<file path="src/rtl/panel_pkg.sv">
// Shared types and defaults for the front-panel input conditioner.
package panel_pkg;

    localparam int DEBOUNCE_CYCLES_DEF = 50000;

    typedef enum logic [1:0] {
        IDLE,
        PRESS_WAIT,
        HELD,
        REL_WAIT
    } btn_state_e;

    // Debounce counter width; only needs to reach DEBOUNCE_CYCLES-1.
    function automatic int cnt_width(input int cycles);
        return (cycles < 2) ? 1 : $clog2(cycles);
    endfunction

endpackage

</file>
<file path="src/rtl/panel_input_stable_filter.sv">
// Two-flop synchroniser followed by a whole-word stability filter; a new word
// is accepted only after it has been seen unchanged for DEBOUNCE_CYCLES cycles.
module stable_filter
    import panel_pkg::*;
#(
    parameter int W               = 16,
    parameter int DEBOUNCE_CYCLES = DEBOUNCE_CYCLES_DEF
) (
    input  logic         clock,
    input  logic         n_reset,
    input  logic [W-1:0] raw,
    output logic [W-1:0] value,
    output logic         changed
);

    localparam int            CW      = cnt_width(DEBOUNCE_CYCLES);
    localparam logic [CW-1:0] CNT_MAX = CW'(DEBOUNCE_CYCLES - 1);

    logic [W-1:0]  sync1_reg;
    logic [W-1:0]  sync2_reg;
    logic [W-1:0]  cand_reg,  cand_next;
    logic [CW-1:0] cnt_reg,   cnt_next;
    logic [W-1:0]  value_reg, value_next;
    logic          changed_reg, changed_next;

    always_comb begin
        cand_next    = cand_reg;
        cnt_next     = cnt_reg;
        value_next   = value_reg;
        changed_next = 1'b0;
        if (sync2_reg != cand_reg) begin
            cand_next = sync2_reg;
            cnt_next  = '0;
        end else if (cnt_reg == CNT_MAX) begin
            // Counter parks here, so the accepted word is rewritten every
            // cycle; only a real difference raises changed.
            value_next   = cand_reg;
            changed_next = (cand_reg != value_reg);
        end else begin
            cnt_next = cnt_reg + CW'(1);
        end
    end

    always_ff @(posedge clock or negedge n_reset) begin
        if (!n_reset) begin
            sync1_reg   <= '0;
            sync2_reg   <= '0;
            cand_reg    <= '0;
            cnt_reg     <= '0;
            value_reg   <= '0;
            changed_reg <= 1'b0;
        end else begin
            sync1_reg   <= raw;
            sync2_reg   <= sync1_reg;
            cand_reg    <= cand_next;
            cnt_reg     <= cnt_next;
            value_reg   <= value_next;
            changed_reg <= changed_next;
        end
    end

    assign value   = value_reg;
    assign changed = changed_reg;

endmodule

</file>
<file path="src/rtl/panel_input.sv">
// Front-panel input conditioner: debounced switch banks plus a one-shot
// EXEC strobe generated by a press/release debounce FSM.
module panel_input
    import panel_pkg::*;
#(
    parameter int DEBOUNCE_CYCLES = DEBOUNCE_CYCLES_DEF,
    parameter int SW1_W           = 16,
    parameter int SW2_W           = 8
) (
    input  logic             clock,
    input  logic             n_reset,
    input  logic [SW1_W-1:0] sw1_raw,
    input  logic [SW2_W-1:0] sw2_raw,
    input  logic             btn_exec_n,
    output logic [15:0]      inpval1,
    output logic [15:0]      inpval2,
    output logic             exec,
    output logic             changed
);

    localparam int            CW      = cnt_width(DEBOUNCE_CYCLES);
    localparam logic [CW-1:0] CNT_MAX = CW'(DEBOUNCE_CYCLES - 1);

    logic [SW1_W-1:0] bank1_value;
    logic [SW2_W-1:0] bank2_value;
    logic             bank1_changed;
    logic             bank2_changed;

    stable_filter #(
        .W               (SW1_W),
        .DEBOUNCE_CYCLES (DEBOUNCE_CYCLES)
    ) u_bank1 (
        .clock   (clock),
        .n_reset (n_reset),
        .raw     (sw1_raw),
        .value   (bank1_value),
        .changed (bank1_changed)
    );

    stable_filter #(
        .W               (SW2_W),
        .DEBOUNCE_CYCLES (DEBOUNCE_CYCLES)
    ) u_bank2 (
        .clock   (clock),
        .n_reset (n_reset),
        .raw     (sw2_raw),
        .value   (bank2_value),
        .changed (bank2_changed)
    );

    assign inpval1 = 16'(bank1_value);
    assign inpval2 = 16'(bank2_value);
    assign changed = bank1_changed | bank2_changed;

    logic          btn_sync1_reg;
    logic          btn_sync2_reg;
    logic          btn_down;
    btn_state_e    state_reg, state_next;
    logic [CW-1:0] cnt_reg,   cnt_next;
    logic          exec_reg,  exec_next;

    assign btn_down = ~btn_sync2_reg;

    always_comb begin
        state_next = state_reg;
        exec_next  = 1'b0;
        case (state_reg)
            IDLE: begin
                if (btn_down) state_next = PRESS_WAIT;
            end
            PRESS_WAIT: begin
                if (!btn_down) begin
                    state_next = IDLE;
                end else if (cnt_reg == CNT_MAX) begin
                    state_next = HELD;
                    exec_next  = 1'b1;
                end
            end
            HELD: begin
                if (!btn_down) state_next = REL_WAIT;
            end
            REL_WAIT: begin
                if (btn_down) begin
                    state_next = HELD;
                end else if (cnt_reg == CNT_MAX) begin
                    state_next = IDLE;
                end
            end
            default: state_next = REL_WAIT;
        endcase

        // One counter shared by all states: restarts on every transition.
        if (state_next != state_reg) begin
            cnt_next = '0;
        end else if (cnt_reg == CNT_MAX) begin
            cnt_next = cnt_reg;
        end else begin
            cnt_next = cnt_reg + CW'(1);
        end
    end

    // Starting in REL_WAIT means a button held through reset must be
    // released and pressed again before it can fire.
    always_ff @(posedge clock or negedge n_reset) begin
        if (!n_reset) begin
            btn_sync1_reg <= 1'b1;
            btn_sync2_reg <= 1'b1;
            state_reg     <= REL_WAIT;
            cnt_reg       <= '0;
            exec_reg      <= 1'b0;
        end else begin
            btn_sync1_reg <= btn_exec_n;
            btn_sync2_reg <= btn_sync1_reg;
            state_reg     <= state_next;
            cnt_reg       <= cnt_next;
            exec_reg      <= exec_next;
        end
    end

    assign exec = exec_reg;

endmodule

</file>
<file path="config.mk">
export PLATFORM = sky130hd
export DESIGN_NAME = panel_input
export DESIGN_NICKNAME = d
export VERILOG_FILES = /design/src/rtl/panel_pkg.sv /design/src/rtl/panel_input_stable_filter.sv /design/src/rtl/panel_input.sv
export SDC_FILE = /design/constraint.sdc
export NUM_CORES = 1
export LEC_CHECK = 0
export ABC_AREA = 1
export CAP_MARGIN = 0
export CORE_MARGIN = 5
export CORE_UTILIZATION = 40
export CTS_CLUSTER_DIAMETER = 120
export CTS_CLUSTER_SIZE = 25
export DETAILED_ROUTE_END_ITERATION = 6
export PLACE_DENSITY = 0.6
export SYNTH_ARGS = -nofsm -noshare
export SYNTH_HDL_FRONTEND = slang
export SYNTH_SLANG_ARGS = --single-unit
</file>
<file path="constraint.sdc">
create_clock -name clock -period 3.9 [get_ports clock]
set_input_delay 0.585 -clock clock [delete_from_list [all_inputs] [get_ports clock]]
set_output_delay 0.585 -clock clock [all_outputs]
set_load 0.02 [all_outputs]
</file>
==> impl_results.md <==
- Status: complete, no violations
- Count leader, synth: dfrtp_1
- Clock transition at path regs: 0.06 ns
- Reg2reg setup slack: 1.91 ns
- Final antenna-violating net count: 0
- Post-Synthesis Cells: 695
- Yosys warns: 0
- Register area: 3780 um^2
- Sequential Power Share: 48.4%
- CTS Sinks: 151
- TNS Setup: 0 ns
- Area grow syn2layout: 19.3%
- Fin. max-slew vios: 0
- Post-CTS setup buffers: 0
- EDFF count, synth: 0
- Yosys top cell by area: dfrtp_1
- Initial Util: 40.6%
- Min Tclk post-route: 2.24 ns
- Post-DP HPWL: 8780 um
- H-tree levels: 4
- Crit path capture type: output pin
- CTS Buf Count: 17
- Clk root buf: clkbuf_16
- Multi-input gate area: 2180 um^2
- Crit share post-route: 57.5%
- Post-synth top flop: dfrtp_1
- Top post-synthesis cells by area: dfrtp_1, nand2_1, inv_1, nor2_1, nand4_1
- Worst IR Drop VDD: 308 uV
- Synth unique cells: 38
- Max-slew headroom: 56.0%
- Crit path required time: 3.31 ns
- CP arrival: 1.66 ns
- Worst hold margin: 0.180 ns
- Switching part of the total: 22.1%
- Nets: 767
- Max Fclk: 446 MHz
- Drt via density: 4.70
- Layout cells sized above 1: 7.60%
- CP Launch Type: flip-flop
- Vias in the first global route: 4,635
- 1st-iter DRT viols: 315
- 1st-pass router iterations: 4
- RSZ-0062 raised after global routing: no
- P_sw: 751 uW
- Syn_area_per_cell: 9.26 um^2
- Yosys top cell area share: 57.2%
- Max clock buf depth: 2
- Die height: 137 um
- CORE AREA: 15,800 um^2
- Routed length per placed instance: 12.8 um
- Worst setup path class: flip-flop to output pin
- CTS tree: done
- Layout filler cell count: 1,440
- Total GRT Usage: 14.7%
- GRT Residual Overflow: 0
- Clock power frac: 47.9%
- P_int: 2.64 mW
- Ant. Diodes: 0
- First-pass GRT wire length: 21,800 um
- Hold crit path type: primary input to asynchronous set/reset pin
- Leakage: 3.47 nW
- Cell Rows: 46
- Pwr/cell area: 442 nW/um^2
- Vias: 4,543
- # hold bufs at CTS: 0
- Register area share after synthesis: 58.8%
- Combinational share of power: 3.7%
- Die area: 18,700 um^2
- Setup-failing EPs final: 0
- Final wirelength: 12,400 um
- Port Buffers: 52
- Final GP Congestion: 0.817
- Worst-path maximum fanout: 1
- Resize count post-CTS: 0
- Final hold violation count: 0
- Post-synthesis register bit count: 151
- Fraction of registers with async set/reset: 100%
- Top post-synthesis cells by count: dfrtp_1, nand2_1, inv_1, nor2_1, nand4_1
- Max Clock Skew: 0.0101 ns
- Mapped Area: 6430 um^2
- Least-Margin Pin Slew: 0.660 ns
- Largest net degree at the start of global routing: 76
- Antenna violations before repair: 0
- Chip width: 137 um
- Max-cap viol count: 0
- DRC: 0
- Clock latency on the worst-skew pair: 0.42 ns
- Io pins: 61
==> cell usage in the layout, fill, tap and decap left out, types with 18 or more instances in the layout <==
cell / synthesis / final
dfrtp_1: 147 / 147
nand2_1: 146 / 146
inv_1: 81 / 81
nor2_1: 71 / 71
clkdlybuf4s50_1: 0 / 51
nand4_1: 35 / 35
nand3_1: 26 / 26
nor3_1: 25 / 25
xor2_1: 23 / 23
xnor2_1: 18 / 18
o21ai_0: 18 / 18
==> cell families (layout without fill, tap and decap cells) <==
group / after synthesis / count (layout) / synth area share (%)
flip-flops: 151 / 151 / 58.8
AO/OA/AOI/OAI: 51 / 51 / 4.32
XOR/XNOR: 41 / 41 / 5.58
AND/OR/NAND/NOR: 327 / 327 / 22.9
adder cells (fa/ha/maj): 3 / 3 / 0.583
buffers and inverters: 121 / 169 / 7.78
other: 1 / 8 / 0.0583
==> layout make-up <==
cell class	count	share of cell area (%)
Sequential cell	151	49.3
Multi-Input combinational cell	430	28.4
Tap cell	216	3.52
Clock inverter	13	1.86
Inverter	83	4.06
Timing Repair Buffer	54	6.99
Clock buffer	19	5.90
==> routing by layer <==
layer / share of wire [%] / vias to the layer above / wire length, um / global-route usage, %
li1: - / 2283 / - / -
met5: 0 / - / 0 / 0
met3: 4.7 / 13 / 579 / 3.93
met1: 46 / 2165 / 5700 / 19.1
met4: 1.4 / 0 / 178 / 5.65
met2: 48 / 82 / 5920 / 23.6
==> per-stage QoR <==
step	total power [mW]	instances	util (%)	worst slack [ns]	area, um^2
finish	3.39	966	48.5	1.66	7670
global route	3.54	966	48.5	1.62	7670
CTS	3.44	966	48.5	1.65	7670
detailed placement	1.80	934	44.7	1.94	7080
global placement	1.79	934	44.7	2.01	7080
floorplan	1.73	702	-	2.34	6460
==> power groups by stage <==
stage	sequential, mW	combinational (mW)	clock, mW
final	1.64	0.125	1.63
after global routing	1.65	0.146	1.74
after CTS	1.64	0.129	1.67
after detailed placement	1.67	0.128	0
after global placement	1.67	0.126	0
after floorplan	1.66	0.0717	0
==> critical path, cell delays in order, from the launching register on <==
cell             delay, ns
dfrtp_1               0.41
or2_2                 0.29
clkdlybuf4s50_1       0.54
==> path summary, 6_finish.rpt <==
kind | from | to | cells past startpoint
worst min register to register | u_bank1.sync1_reg[12] | u_bank1.sync2_reg[12] | 0
min in group clock | u_bank1.sync1_reg[12] | u_bank1.sync2_reg[12] | 0
max in group asynchronous | n_reset | state_reg[1] | 2
worst max register to register | u_bank1.cand_reg[14] | u_bank1.cnt_reg[15] | 8
worst max-delay path | u_bank1.changed | changed | 2
worst min-delay path | n_reset | u_bank2.sync2_reg[7] | 1
Note: power is estimated with default switching activity, not from simulation.
